===== config.mk =====
export PLATFORM = sky130hd
export DESIGN_NAME = multicycle_control
export DESIGN_NICKNAME = d
export VERILOG_FILES = /design/src/rtl/multicycle_control.sv
export SDC_FILE = /design/constraint.sdc
export NUM_CORES = 1
export LEC_CHECK = 0
export CORE_AREA = 3 3 60 85
export DETAILED_ROUTE_END_ITERATION = 12
export DIE_AREA = 0 0 63 88
export PLACE_DENSITY_LB_ADDON = 0.1
export SKIP_LAST_GASP = 1
export SLEW_MARGIN = 20
export SYNTH_ARGS = -nofsm -noshare
export SYNTH_HDL_FRONTEND = slang
export SYNTH_SLANG_ARGS = --single-unit
export TNS_END_PERCENT = 20

===== constraint.sdc =====
create_clock -name clk -period 1.8 [get_ports clk]
set_input_delay 0.36 -clock clk [delete_from_list [all_inputs] [get_ports clk]]
set_output_delay 0.36 -clock clk [all_outputs]
set_load 0.02 [all_outputs]

===== src/rtl/multicycle_control.sv =====
// Multi-cycle KGP-RISC control sequencer: FETCH/DECODE/EXEC/MEM/WB with a memory
// handshake timeout, a sticky fault state, run/idle gating and a retire counter.
module multicycle_control #(
  parameter int OPW         = 6,
  parameter int OP_RTYPE    = 0,
  parameter int OP_IMM      = 2,
  parameter int OP_LOAD     = 8,
  parameter int OP_STORE    = 16,
  parameter int OP_BRANCH   = 32,
  parameter int OP_JUMP     = 48,
  parameter int MEM_TIMEOUT = 15,
  parameter int CNT_W       = 16
) (
  input  logic             clk,
  input  logic             rst_n,
  input  logic             run,
  input  logic [OPW-1:0]   opcode,
  input  logic             zero,
  input  logic             mem_ack,
  output logic [1:0]       RegWrite,
  output logic             MemRead,
  output logic             MemWrite,
  output logic             MemtoReg,
  output logic [1:0]       ALUSrc,
  output logic             RegDst,
  output logic             ir_write,
  output logic             pc_write,
  output logic [1:0]       pc_src,
  output logic             busy,
  output logic             instr_done,
  output logic             fault,
  output logic [1:0]       fault_code,
  output logic [CNT_W-1:0] instr_count
);

  localparam int WAIT_W = (MEM_TIMEOUT < 2) ? 1 : $clog2(MEM_TIMEOUT + 1);

  typedef enum logic [2:0] {
    S_IDLE, S_FETCH, S_DECODE, S_EXEC, S_MEM, S_WB, S_FAULT
  } state_e;

  typedef enum logic [2:0] {
    C_RTYPE, C_IMM, C_LOAD, C_STORE, C_BRANCH, C_JUMP, C_NONE
  } class_e;

  state_e             state_q, state_d;
  class_e             class_q, class_d;
  logic [WAIT_W-1:0]  wait_q, wait_d;
  logic [1:0]         fault_code_q, fault_code_d;
  logic [CNT_W-1:0]   cnt_q, cnt_d;
  logic               retire_s;
  class_e             dec_class_s;

  function automatic class_e decode_f(input logic [OPW-1:0] op);
    if (op == OPW'(OP_RTYPE))       return C_RTYPE;
    else if (op == OPW'(OP_IMM))    return C_IMM;
    else if (op == OPW'(OP_LOAD))   return C_LOAD;
    else if (op == OPW'(OP_STORE))  return C_STORE;
    else if (op == OPW'(OP_BRANCH)) return C_BRANCH;
    else if (op == OPW'(OP_JUMP))   return C_JUMP;
    else                            return C_NONE;
  endfunction

  // ALU B-operand source for an instruction class, held from EXEC through WB
  function automatic logic [1:0] alu_src_f(input class_e c);
    case (c)
      C_IMM, C_LOAD, C_STORE: return 2'b01;
      C_JUMP:                 return 2'b10;
      default:                return 2'b00;
    endcase
  endfunction

  // State, latched class, wait counter, fault code and retire counter
  always_ff @(posedge clk) begin
    if (!rst_n) begin
      state_q      <= S_IDLE;
      class_q      <= C_RTYPE;
      wait_q       <= '0;
      fault_code_q <= 2'b00;
      cnt_q        <= '0;
    end else begin
      state_q      <= state_d;
      class_q      <= class_d;
      wait_q       <= wait_d;
      fault_code_q <= fault_code_d;
      cnt_q        <= cnt_d;
    end
  end

  // Next-state and Moore output decode; branch pc_write and store retire see inputs directly
  always_comb begin
    state_d      = state_q;
    class_d      = class_q;
    wait_d       = wait_q;
    fault_code_d = fault_code_q;
    cnt_d        = cnt_q;
    retire_s     = 1'b0;
    dec_class_s  = decode_f(opcode);
    RegWrite     = 2'b00;
    MemRead      = 1'b0;
    MemWrite     = 1'b0;
    MemtoReg     = 1'b0;
    ALUSrc       = 2'b00;
    RegDst       = 1'b0;
    ir_write     = 1'b0;
    pc_write     = 1'b0;
    pc_src       = 2'b00;
    instr_done   = 1'b0;
    busy         = (state_q != S_IDLE) && (state_q != S_FAULT);
    fault        = (state_q == S_FAULT);
    fault_code   = fault_code_q;
    instr_count  = cnt_q;

    case (state_q)
      S_IDLE: begin
        if (run) state_d = S_FETCH;
        else     state_d = S_IDLE;
      end
      S_FETCH: begin
        ir_write = 1'b1;
        pc_write = 1'b1;
        pc_src   = 2'b00;
        state_d  = S_DECODE;
      end
      S_DECODE: begin
        if (dec_class_s == C_NONE) begin
          state_d      = S_FAULT;
          fault_code_d = 2'b01;
        end else begin
          class_d = dec_class_s;
          state_d = S_EXEC;
        end
      end
      S_EXEC: begin
        ALUSrc = alu_src_f(class_q);
        RegDst = (class_q == C_RTYPE);
        wait_d = '0;
        case (class_q)
          C_LOAD, C_STORE: state_d = S_MEM;
          C_BRANCH: begin
            pc_write = zero;
            pc_src   = 2'b01;
            retire_s = 1'b1;
          end
          C_JUMP: begin
            pc_write = 1'b1;
            pc_src   = 2'b10;
            state_d  = S_WB;
          end
          default: state_d = S_WB;
        endcase
      end
      S_MEM: begin
        ALUSrc   = alu_src_f(class_q);
        MemRead  = (class_q == C_LOAD);
        MemWrite = (class_q == C_STORE);
        // An ack in the final allowed cycle takes priority over the timeout
        if (mem_ack) begin
          if (class_q == C_STORE) retire_s = 1'b1;
          else                    state_d  = S_WB;
        end else if ((MEM_TIMEOUT != 0) && (wait_q == WAIT_W'(MEM_TIMEOUT - 1))) begin
          state_d      = S_FAULT;
          fault_code_d = 2'b10;
        end else begin
          wait_d = wait_q + WAIT_W'(1);
        end
      end
      S_WB: begin
        ALUSrc   = alu_src_f(class_q);
        RegDst   = (class_q == C_RTYPE);
        RegWrite = (class_q == C_JUMP) ? 2'b10 : 2'b01;
        MemtoReg = (class_q == C_LOAD);
        retire_s = 1'b1;
      end
      S_FAULT: state_d = S_FAULT;
      default: state_d = S_IDLE;
    endcase

    if (retire_s) begin
      instr_done = 1'b1;
      cnt_d      = cnt_q + CNT_W'(1);
      state_d    = run ? S_FETCH : S_IDLE;
    end else begin
      instr_done = 1'b0;
    end
  end

endmodule


==> impl_metrics.csv <==
group,metric,value,unit
run_status,status,"finished, violations left",
run_status,violations,"setup timing",
pwr,p_leak,1.06,nW
yosys,seq_area_frac_synth,32.0,%
setup_path,crit_slowest_cell,"dfxtp_2",
global_route,grt_pass1_wl,7.98,mm
yosys,synth_warnings,0,
setup_path,r2r_start,"state_q[2]",
global_route,grt_pass1_vias,1772,
sta,slew_headroom,67.2,%
die,ioPinCount,44,
setup_path,crit_arrival,1.52,ns
place,dp_slack,-0.292,ns
yosys,avgSynthCellArea,8.05,µm²
yosys,ys_types,44,
detailed_routing,wl_per_cell,13.0,µm
detailed_routing,ant_nets,0,
setup_path,ff2ff_path_depth,5,
clocking,cts_hold_buf,0,
pwr,peakVddDrop,0.658,mV
die,rows,29,
yosys,syn_nets,232,
sta,period_needed,1.88,ns
min_path,hp-class,"register to register",
clocking,cts_sinks,28,
detailed_routing,wirelength,4.76,mm
clocking,cts-root-buf,"clkbuf_8",
setup_path,path_class,"register to output pin",
sta,post-route-period-util,104,%
setup_path,worstPathCellList,"buf_4 > nor2b_1 > buf_4 > and2_1 > clkdlybuf4s15_2",
yosys,syn_inst,218,
clocking,cts_setup_buffers,0,
pwr,power.density,782,nW/µm²
setup_path,crit_path_frequent_cell,"buf_4",
yosys,synth_edf_count,0,
die,die_h,88,µm
die,start_util,39.3,%
detailed_routing,vias_per_cell,4.98,
setup_path,critical_path_depth,5,
place,port_buffers,43,
setup_path,required,1.44,ns
global_route,antenna_found_initial,0,
detailed_routing,drc,0,
sta,finalSetupViolCount,6,
layout,layout-drive-gt1-share,26.9,%
clocking,cts_buffers,3,
sta,max_freq,532,MHz
layout,fin_nets,320,
global_route,grtUsageTotal,17.9,%
die,die_w,63,µm
sta,tightestPinTransition,0.490,ns
sta,postLayoutSetupSlackWorst,-0.0788,ns
clocking,clock_latency,0.28,ns
run,maxCapViolCount,0,
layout,n_antenna_cell,0,
yosys,netlist_area,1750,µm²
sta,hold_violations,0,
clocking,cts_tree,"yes",
sta,clock_skew,0.00475,ns
yosys,ys.flop_type,"dfxtp_1",
detailed_routing,drtPass1Iterations,4,
place,dp_hpwl,3.78,mm
setup_path,path_max_fanout,6,
layout,syn2layout_area_growth,54.0,%
setup_path,crit_start,"state_q[2]",
detailed_routing,via_count,1826,
global_route,grt_overflow,0,
global_route,grt_max_degree,33,
clocking,cts_max_path_buffers,2,
place,globalplace.congestion,0.793,
setup_path,r2r-end,"instr_count[13]",
setup_path,critPathLaunchType,"register",
setup_path,r2r_slack,0.03,ns
detailed_routing,first_iter_violations,82,
sta,rsz0062_at_grt,"yes",
sta,slew_violations,0,
yosys,ys_ff_latch,28,
clocking,cts_max_level,1,
setup_path,critical_path.top_delay_family,"buffers and inverters",
setup_path,critPathCapture,"MemWrite",
yosys,ys_async_sr_fraction,0,%
setup_path,crit_buf_inv,3,
die,core_region_area,4460,µm²
setup_path,endpoint_kind,"output pin",
layout,utilization,60.5,%
setup_path,slowest_delay,0.38,ns
die,die_area,5540,µm²
clocking,path_clk_slew,0.10,ns
-- cells in the mapped netlist, types with 2 or more instances --
library cell / count / area, µm²
nand3_1: 12 / 60.1
nor3_1: 8 / 40.0
dfxtp_1: 28 / 561
nand4_1: 3 / 18.8
o21ai_0: 7 / 35.0
mux2i_1: 18 / 180
clkbuf_1: 7 / 26.3
nor2_1: 18 / 67.6
o31ai_1: 2 / 15.0
and2_1: 2 / 12.5
a2111oi_2: 2 / 30.0
buf_2: 2 / 10.0
nand3b_1: 3 / 22.5
xor2_1: 2 / 17.5
nor3b_1: 3 / 22.5
nand2_1: 27 / 101
ha_1: 3 / 37.5
and3_1: 2 / 12.5
a21oi_1: 14 / 70.1
nand2b_1: 16 / 100
a211oi_1: 7 / 52.6
inv_1: 6 / 22.5
nor2b_1: 5 / 31.3
-- how the worst min path moves through the flow --
stage                                from  depth (start not counted)         endpoint
after floorplan                 wait_q[0]                          2        wait_q[0]
after global placement    instr_count[15]                          2  instr_count[15]
after detailed placement  instr_count[15]                          2  instr_count[15]
after CTS                 instr_count[13]                          2  instr_count[13]
after global routing      instr_count[13]                          2  instr_count[13]
final                     instr_count[15]                          2  instr_count[15]
-- sequential cells by signal, indices dropped and copies added (netlist names) --
register,count
class_q,3
wait_q,4
instr_count,16
state_q,3
fault_code,2
-- layer usage --
| metal | track usage (%) | up-vias | share of wire [%] |
|---|---|---|---|
| met1 | 19.2 | 836 | 41 |
| met5 | 0 | - | 0 |
| met2 | 35.9 | 33 | 55 |
| li1 | - | 955 | - |
| met3 | 2.05 | 2 | 3.2 |
| met4 | 5.42 | 0 | 0.61 |
-- cell type report --
cell class,count,area [µm²]
multi-input cells,173,1160
clock buffers,3,41.3
fillers,433,1760
inverters,7,26.3
flip-flops and latches,28,569
clock inverters,1,30.0
well taps,62,77.6
repair buffers,93,792
-- report_power, final --
group          leakage, nW  total (W)  internal, W  switching [W]
clock network       0.0357   0.000504     0.000298       0.000206
logic                0.796   0.000886     0.000437       0.000449
registers            0.229   0.000722     0.000670      0.0000514
total                 1.06    0.00211      0.00141       0.000706
-- cell families after synthesis --
family                   after synthesis  synth area share, %
flip-flops                            28                 32.0
adder cells (fa/ha/maj)                3                 2.14
buffers and inverters                 17                 3.78
AO/OA/AOI/OAI                         42                 17.8
XOR/XNOR                               2                0.999
AND/OR/NAND/NOR                      107                 32.4
multiplexers                          19                 10.9
-- worst reg2reg max path, cell delays in order (launching register included) --
cell and delay (ns):
dfxtp_2 0.36, nand3b_1 0.17, buf_4 0.16, o31a_4 0.33, a2111oi_1 0.46, mux2i_1 0.23
-- timing repair --
action,CTS,global route
endpoints found under the setup margin,20,25
endpoints found under the hold margin,0,0
pin swaps,0,2
resized for setup,46,11
-- layout by cell type, fill, tap and decap left out, types with 6 or more instances in the layout --
| cell type | count |
|---|---|
| nor3_1 | 7 |
| dfxtp_1 | 23 |
| nand2_1 | 27 |
| nor2_1 | 17 |
| buf_4 | 50 |
| nand2b_1 | 16 |
| nand3_1 | 12 |
| mux2i_1 | 18 |
| a211oi_1 | 7 |
| o21ai_0 | 7 |
| inv_1 | 6 |
| clkdlybuf4s50_1 | 28 |
| a21oi_1 | 14 |
-- through the flow --
step / setup TNS, ns / cells / hold WS (ns) / area [µm²] / total power (W)
5_1_grt: -1.26 / 367 / 0.516 / 2700 / 0.00222
2_1_floorplan: 0 / 218 / 0.462 / 1760 / 0.00119
4_1_cts: -0.685 / 367 / 0.485 / 2700 / 0.00214
3_5_place_dp: -3.35 / 363 / 0.471 / 2630 / 0.00163
3_3_place_gp: -3.22 / 363 / 0.455 / 2630 / 0.00163
6_report: -0.220 / 367 / 0.478 / 2700 / 0.00211
Power figures use the tool's default switching activity.
